===== config.mk =====
export PLATFORM = sky130hd
export DESIGN_NAME = inst_fetch_if
export DESIGN_NICKNAME = d
export VERILOG_FILES = /design/src/rtl/inst_fetch_if.sv
export SDC_FILE = /design/constraint.sdc
export NUM_CORES = 1
export LEC_CHECK = 0
export BUFFER_PORTS_ARGS = -buffer_cell sky130_fd_sc_hd__buf_2
export CORE_ASPECT_RATIO = 0.8
export CORE_MARGIN = 4
export CORE_UTILIZATION = 50
export CTS_CLUSTER_SIZE = 8
export DETAILED_ROUTE_END_ITERATION = 8
export GPL_TIMING_DRIVEN = 0
export PLACE_DENSITY_LB_ADDON = 0.3
export SLEW_MARGIN = 10
export SYNTH_ARGS = -nofsm -noshare
export SYNTH_HDL_FRONTEND = slang
export SYNTH_SLANG_ARGS = --single-unit

===== constraint.sdc =====
create_clock -name clk -period 8.4 [get_ports clk]
set_input_delay 0.42 -clock clk [delete_from_list [all_inputs] [get_ports clk]]
set_output_delay 0.42 -clock clk [all_outputs]
set_load 0.03 [all_outputs]

===== src/rtl/inst_fetch_if.sv =====
// Single-line instruction buffer between the core fetch port and a req/ack memory.
// Hits are served combinationally; a miss stalls the core while the whole line is burst-filled.
module inst_fetch_if #(
  parameter int LINE_WORDS = 4,
  parameter int ADDR_W     = 32,
  parameter int DATA_W     = 32
) (
  input  logic              clk,
  input  logic              rst,
  input  logic              rom_ce_i,
  input  logic [ADDR_W-1:0] rom_addr_i,
  output logic [DATA_W-1:0] rom_data_o,
  output logic              stallreq_o,
  input  logic              invalidate_i,
  output logic              mem_req_o,
  output logic [ADDR_W-1:0] mem_addr_o,
  input  logic              mem_ack_i,
  input  logic [DATA_W-1:0] mem_data_i
);

  localparam int IDX_W = $clog2(LINE_WORDS);
  localparam int OFF_W = IDX_W + 2;
  localparam int TAG_W = ADDR_W - OFF_W;

  typedef enum logic {IDLE, FILL} state_t;

  state_t            state_q, state_d;
  logic              valid_q, valid_d;
  logic              pend_inv_q, pend_inv_d;
  logic [IDX_W-1:0]  fill_idx_q, fill_idx_d;
  logic [TAG_W-1:0]  fill_tag_q, fill_tag_d;
  logic [TAG_W-1:0]  tag_q, tag_d;
  logic              mem_req_q, mem_req_d;
  logic [ADDR_W-1:0] mem_addr_q, mem_addr_d;
  logic [DATA_W-1:0] line_q [LINE_WORDS];

  logic [TAG_W-1:0]      req_tag;
  logic [IDX_W-1:0]      req_idx;
  logic [IDX_W-1:0]      fill_idx_inc;
  logic                  hit, miss, fill_last, fill_we;
  logic [LINE_WORDS-1:0] word_we;
  logic                  addr_lsb_unused;

  assign req_tag         = rom_addr_i[ADDR_W-1:OFF_W];
  assign req_idx         = rom_addr_i[OFF_W-1:2];
  assign addr_lsb_unused = ^rom_addr_i[1:0];

  assign hit          = rom_ce_i & valid_q & (tag_q == req_tag) & (state_q == IDLE);
  assign miss         = rom_ce_i & ~hit;
  assign fill_idx_inc = fill_idx_q + IDX_W'(1);
  assign fill_last    = (fill_idx_q == IDX_W'(LINE_WORDS - 1));
  assign fill_we      = ~rst & (state_q == FILL) & mem_ack_i;

  assign mem_req_o  = mem_req_q;
  assign mem_addr_o = mem_addr_q;

  // Reset masks the core-facing outputs even if a fill was in flight.
  always_comb begin
    rom_data_o = '0;
    stallreq_o = 1'b0;
    if (!rst) begin
      if (hit) rom_data_o = line_q[req_idx];
      stallreq_o = miss | (state_q == FILL);
    end
  end

  always_comb begin
    state_d    = state_q;
    valid_d    = valid_q;
    pend_inv_d = pend_inv_q;
    fill_idx_d = fill_idx_q;
    fill_tag_d = fill_tag_q;
    tag_d      = tag_q;
    mem_req_d  = mem_req_q;
    mem_addr_d = mem_addr_q;
    case (state_q)
      IDLE: begin
        if (invalidate_i) valid_d = 1'b0;
        if (miss) begin
          state_d    = FILL;
          fill_tag_d = req_tag;
          fill_idx_d = '0;
          mem_req_d  = 1'b1;
          mem_addr_d = {req_tag, {OFF_W{1'b0}}};
        end
      end
      FILL: begin
        if (invalidate_i) pend_inv_d = 1'b1;
        if (mem_ack_i) begin
          fill_idx_d = fill_idx_inc;
          if (fill_last) begin
            // A late invalidate on the final ack still leaves the new line invalid.
            state_d    = IDLE;
            tag_d      = fill_tag_q;
            valid_d    = ~(pend_inv_q | invalidate_i);
            pend_inv_d = 1'b0;
            mem_req_d  = 1'b0;
          end else begin
            mem_addr_d = {fill_tag_q, fill_idx_inc, 2'b00};
          end
        end
      end
      default: state_d = IDLE;
    endcase
  end

  always_ff @(posedge clk) begin
    if (rst) begin
      state_q    <= IDLE;
      valid_q    <= 1'b0;
      pend_inv_q <= 1'b0;
      fill_idx_q <= '0;
      fill_tag_q <= '0;
      tag_q      <= '0;
      mem_req_q  <= 1'b0;
      mem_addr_q <= '0;
    end else begin
      state_q    <= state_d;
      valid_q    <= valid_d;
      pend_inv_q <= pend_inv_d;
      fill_idx_q <= fill_idx_d;
      fill_tag_q <= fill_tag_d;
      tag_q      <= tag_d;
      mem_req_q  <= mem_req_d;
      mem_addr_q <= mem_addr_d;
    end
  end

  genvar gi;
  generate
    for (gi = 0; gi < LINE_WORDS; gi++) begin : g_word_we
      assign word_we[gi] = fill_we & (fill_idx_q == IDX_W'(gi));
    end
  endgenerate

  always_ff @(posedge clk) begin
    for (int i = 0; i < LINE_WORDS; i++) begin
      if (word_we[i]) line_q[i] <= mem_data_i;
    end
  end

endmodule

======== Yosys cells after proc, flatten, opt, wreduce, memory -nomap -nowiden ========
Memory sizes are Yosys's and may differ from the RTL's.
Cells that the tools add are included.
storage, ports and cells
  register bits ........................... 94
  latch bits .............................. 0
  RAM bits ................................ 128
  memory bits (read-only) ................. 0
  bits of input ports ..................... 69
  output and inout port bits .............. 66
  word-level logic and storage cells ...... 87
  memories kept ........................... 1
memories
  name    words  bits a word  read ports  clocked after memory_dff  write ports  line  text
  line_q  4      32           1           0                         1            35    logic [DATA_W-1:0] line_q [LINE_WORDS];
operators by class
  $add $sub $neg .......................... 1
  $mul .................................... 0
  divide/modulo/power cells ............... 0
  order comparisons ....................... 0
  equality and inequality tests ........... 9
  shift operators ......................... 0
  muxes and demuxes ....................... 42
  bitwise logic cells ..................... 16
  reduce and logical (&&, ||, !) cells .... 10
operators by type and width
  operator               number
  $mux W32               8
  $reduce_or A32 Y1      3
  $pmux W32 S2           1
  $eq A28 B28 Y1         1
  $mux W1                24
  $reduce_and A3 Y1      4
  $and A1 B1 Y1          10
  $mux W2                5
  $ne A2 B2 Y1 const B   4
  $pmux W1 S2            3
  $eq A2 B2 Y1 const B   2
  $not A1 Y1             4
  $pmux W2 S2            1
  $reduce_and A2 Y1      2
  $add A2 B1 Y2 const B  1
  $eq A2 B1 Y1 const B   1
  $logic_not A2 Y1       1
  $ne A2 B1 Y1 const B   1
  $or A1 B1 Y1           2

======== Depth between registers and ports, before layout ========
  depth in word-level cells ............... 10
  mapped depth ............................ 6

======== Worst setup path after synthesis ========
Ideal clock, no wire load.
  path type ............................... input to register
  start ................................... in rst
  end ..................................... mem line_q[0][0], enable pin
  arrival ................................. 3.038 ns
  data required time ...................... 7.932 ns
  slack ................................... 4.894 ns
  stages .................................. 2
  buffers on the path ..................... 1
  path through ............................ buf_1 nor3b_1
between the ends
  elaborated cells on any way between the ends .. 24
  classes of those cells .................. mux: 14; bitwise: 7; reduce/logical: 3
RTL lines
  element                                line  text
  start: declaration                     9     input logic rst,
  $not A1 Y1                             52    assign fill_we = ~rst & (state_q == FILL) & mem_ack_i;
  $and A1 B1 Y1 (2 in a row)             52
  $and A1 B1 Y1                          132   assign word_we[gi] = fill_we & (fill_idx_q == IDX_W'(gi));
  net word_we[0]                         41    logic [LINE_WORDS-1:0] word_we;
  $mux W1                                138   if (word_we[i]) line_q[i] <= mem_data_i;
  $mux W1 (implied by the code)          138
  $mux W1 (no source line) (3 in a row)  -
  end: declaration                       35
The timed path passes the listed nets, and every way through them passes these cells.

======== Worst setup path after layout ========
  start ................................... reg tag_q[18]
  end ..................................... out rom_data_o[28]
between the ends
  longest elaborated chain between the ends .. 5
RTL lines
  element                     line  text
  start: declaration          32    logic [TAG_W-1:0] tag_q, tag_d;
  start signal: assignment    123   tag_q <= tag_d;
  $eq A28 B28 Y1              48    assign hit = rom_ce_i & valid_q & (tag_q == req_tag) & (state_q == IDLE);
  $and A1 B1 Y1 (2 in a row)  48
  $mux W32                    62    if (hit) rom_data_o = line_q[req_idx];
  $mux W32                    61    if (!rst) begin
  end: declaration            12    output logic [DATA_W-1:0] rom_data_o,
No other way between the ends.

==> results by group <==
Critical path
  – RR Startpoint: tag_q[3]
  – Critical path required time: 7980 ps
  – Setup crit start: tag_q[18]
  – Slowest Stage Delay on Critical Path: 390 ps
  – CP top delay family: simple AND/OR/NAND/NOR gates
  – Crit-path max FO: 10
  – Setup crit end kind: primary output
  – Critical Path, Cell by Cell: xnor2_1 -> nand4_1 -> nor4_1 -> nand3_1 -> clkbuf_1 -> nor2b_1 -> buf_2
  – Critical path type: flip-flop to primary output
  – Worst path slowest cell: xnor2_1
  – WP data arrival: 2930 ps
  – Critical path buffers and inverters: 2
  – Worst setup SP type: flip-flop

Global route
  – M1 GR Usage: 30.01%
  – Met2 Use GR: 32.93%
  – GRT overflow: 0
  – Met3 Use GR: 4.233%
  – First-pass GRT wire length: 33060 um
  – Vias in the first global route: 6121
  – Largest net degree at the start of global routing: 22
  – Global-route layer with the greatest usage: met2
  – Initial antenna violation count: 0
  – GRT Total Usage: 20.90%

Run status
  – Status: finished clean

Clock tree
  – CTS resizes: 0
  – TritonCTS Sinks: 220
  – Htree depth: 1
  – Post-CTS Setup Inserts: 0
  – Hold-fix buffers, CTS: 0
  – Register clock-pin slew on the reported worst setup and hold paths: 50 ps
  – Worst-skew pair later-pin latency: 520 ps
  – CTS tree: built
  – Clock tree buffer depth: 3
  – Root Buffer: clkbuf_16
  – CTS buffer count: 31

Drt
  – Routed WL: 21110 um
  – Vias per inst: 5.644
  – # DRC: 0
  – TritonRoute pass-1 iters: 5
  – Antenna Nets Post-Route: 0
  – WL/cell: 20.05 um
  – DR iter-0 viols: 338
  – Vias: 5943

Flow run
  – Max-Cap Viols: 0

Synth
  – Syn_area_per_cell: 14.06 sq um
  – Synth cell types: 36
  – Post-synth EDFFs: 128
  – Main synth FF type: edfxtp_1
  – Synth top area cells: edfxtp_1 (43%), dfxtp_1 (21%), mux4_2 (8.1%)
  – Post-Syn Area: 0.008929 sq mm
  – Post-synthesis cell count: 635
  – Synthesized flop and latch total: 220
  – Synth warnings: 0
  – Share of flip-flops with an asynchronous set or reset: 0%
  – Yosys top cell area share: 43.05%
  – Area leader, netlist: edfxtp_1
  – Sequential fraction of the synthesis area: 63.68%

Placed design
  – GP Congestion: 0.9531
  – Post-DP HPWL: 14700 um
  – Number of port buffers: 129

Floorplanning
  – Std cell rows: 43
  – Full die area: 0.02007 sq mm
  – I/O pins: 135
  – Core ar.: 0.01743 sq mm
  – Die Span Y: 127.5 um
  – Initial core utilization: 51.22%
  – Die width: 157.4 um

Pwr
  – P_leak: 4.120 nW
  – Pwr Density: 230.7 mW/mm^2
  – Peak VDD IR: 177.8 uV

Timing
  – RSZ-0062 raised after global routing: false
  – Setup TNS: 0 ps
  – Fin. Hold Viols: 0
  – Fmax achieved: 0.2988 GHz
  – Min Hold Slack: 111.0 ps
  – Max Slew Vio Count: 0
  – Slew @ Worst Pin: 853.8 ps
  – Fin Clk Skew: 8.851 ps
  – Slew HR: 42.83%
  – Period minus WS final: 3347 ps
  – Tcrit/Tclk final: 39.84%
  – Final setup vio count: 0

Cells and area
  – Antenna diodes: 0
  – Area Overhead vs Synth: 21.93%
  – Layout cell share with drive strength beyond 1: 30.56%
  – Final core utilization: 62.45%
  – Most frequent cells in the layout: buf_2 (135), edfxtp_1 (128), dfxtp_1 (92), nand2_1 (85), mux2i_1 (56)
  – Commonest non-fill, non-tap cell in the layout: buf_2
  – FILL cells: 1353
  – Nets: 883

Hold path
  – Worst hold path class: primary input to flip-flop
  – Worst min-delay path startpoint: mem_data_i[5]
[worst reg2reg max path: stages (launching register included)]
cell and delay, ps:
dfxtp_1 320, xnor2_1 330, nand4_1 220, or4_1 630, o21ai_4 230, buf_6 210
mux2_4 310
[flip-flops by register name (all words and copies together), names as in the netlist]
name	cells
mem_addr_o	30
mem_req_o	1
valid_q	1
fill_tag_q	28
tag_q	28
state_q	1
line_q	128
pend_inv_q	1
fill_idx_q	2
[power breakdown]
part	switching (mW)	internal, mW	total [mW]
Clock	0.420	0.705	1.12
Sequential	0.0151	1.17	1.18
Combinational	0.122	0.0808	0.202
[cell families after synthesis]
| group | share of synthesized area [%] |
|---|---|
| flops | 63.68 |
| simple gates | 9.781 |
| mux | 14.52 |
| compound gates | 6.236 |
| buf+inv | 2.438 |
| xor+xnor | 2.747 |
| fa+ha+maj | 0.5606 |
| other cells | 0.04200 |
[area by class of cell]
| type | count | area [sq um] | share of cell area [%] |
|---|---|---|---|
| buffer | 43 | 200.2 | 1.839 |
| clock buffer | 49 | 843.3 | 7.746 |
| clock inverter | 2 | 38.79 | 0.3563 |
| inverter | 5 | 18.77 | 0.1724 |
| multi-input combinational | 368 | 3044 | 27.96 |
| sequential | 220 | 5685 | 52.22 |
| tap | 225 | 281.5 | 2.586 |
| timing repair buffer | 141 | 774.5 | 7.114 |
[metal layers]
metal  routed length [um]  vias up
met5                    0        -
met2                 9866      245
met3                 1574       38
met1                 9228     2960
li1                     -     2700
met4                  440        0
[worst paths after layout]
check                    to  slack [ps]  depth (start not counted)
min            line_q[2][5]         110                          1
max reg2reg  mem_addr_o[31]        6060                          6
max          rom_data_o[28]        5050                          7
min reg2reg  mem_addr_o[12]         450                          2
[synth_stat cells (all sizes together) (5+ instances only)]
master / number
xnor2: 28
clkbuf: 31
nor2b: 34
inv: 5
nand4: 10
or2: 27
buf: 12
nor2: 5
nand3: 6
mux4: 32
mux2i: 56
nand2: 85
dfxtp: 92
o211ai: 27
edfxtp: 128
a22o: 28
[through the flow]
| stage | area (sq um) | cells | worst slack [ps] | power (mW) |
|---|---|---|---|---|
| global route | 10890 | 1053 | 4869 | 2.603 |
| floorplan | 8932 | 636 | 4894 | 1.333 |
| global placement | 9859 | 990 | 2833 | 1.398 |
| CTS | 10890 | 1053 | 5033 | 2.534 |
| detailed placement | 10000 | 1002 | 5381 | 1.407 |
| finish | 10890 | 1053 | 5053 | 2.512 |
No activity file was read; power rests on OpenSTA's default activity.
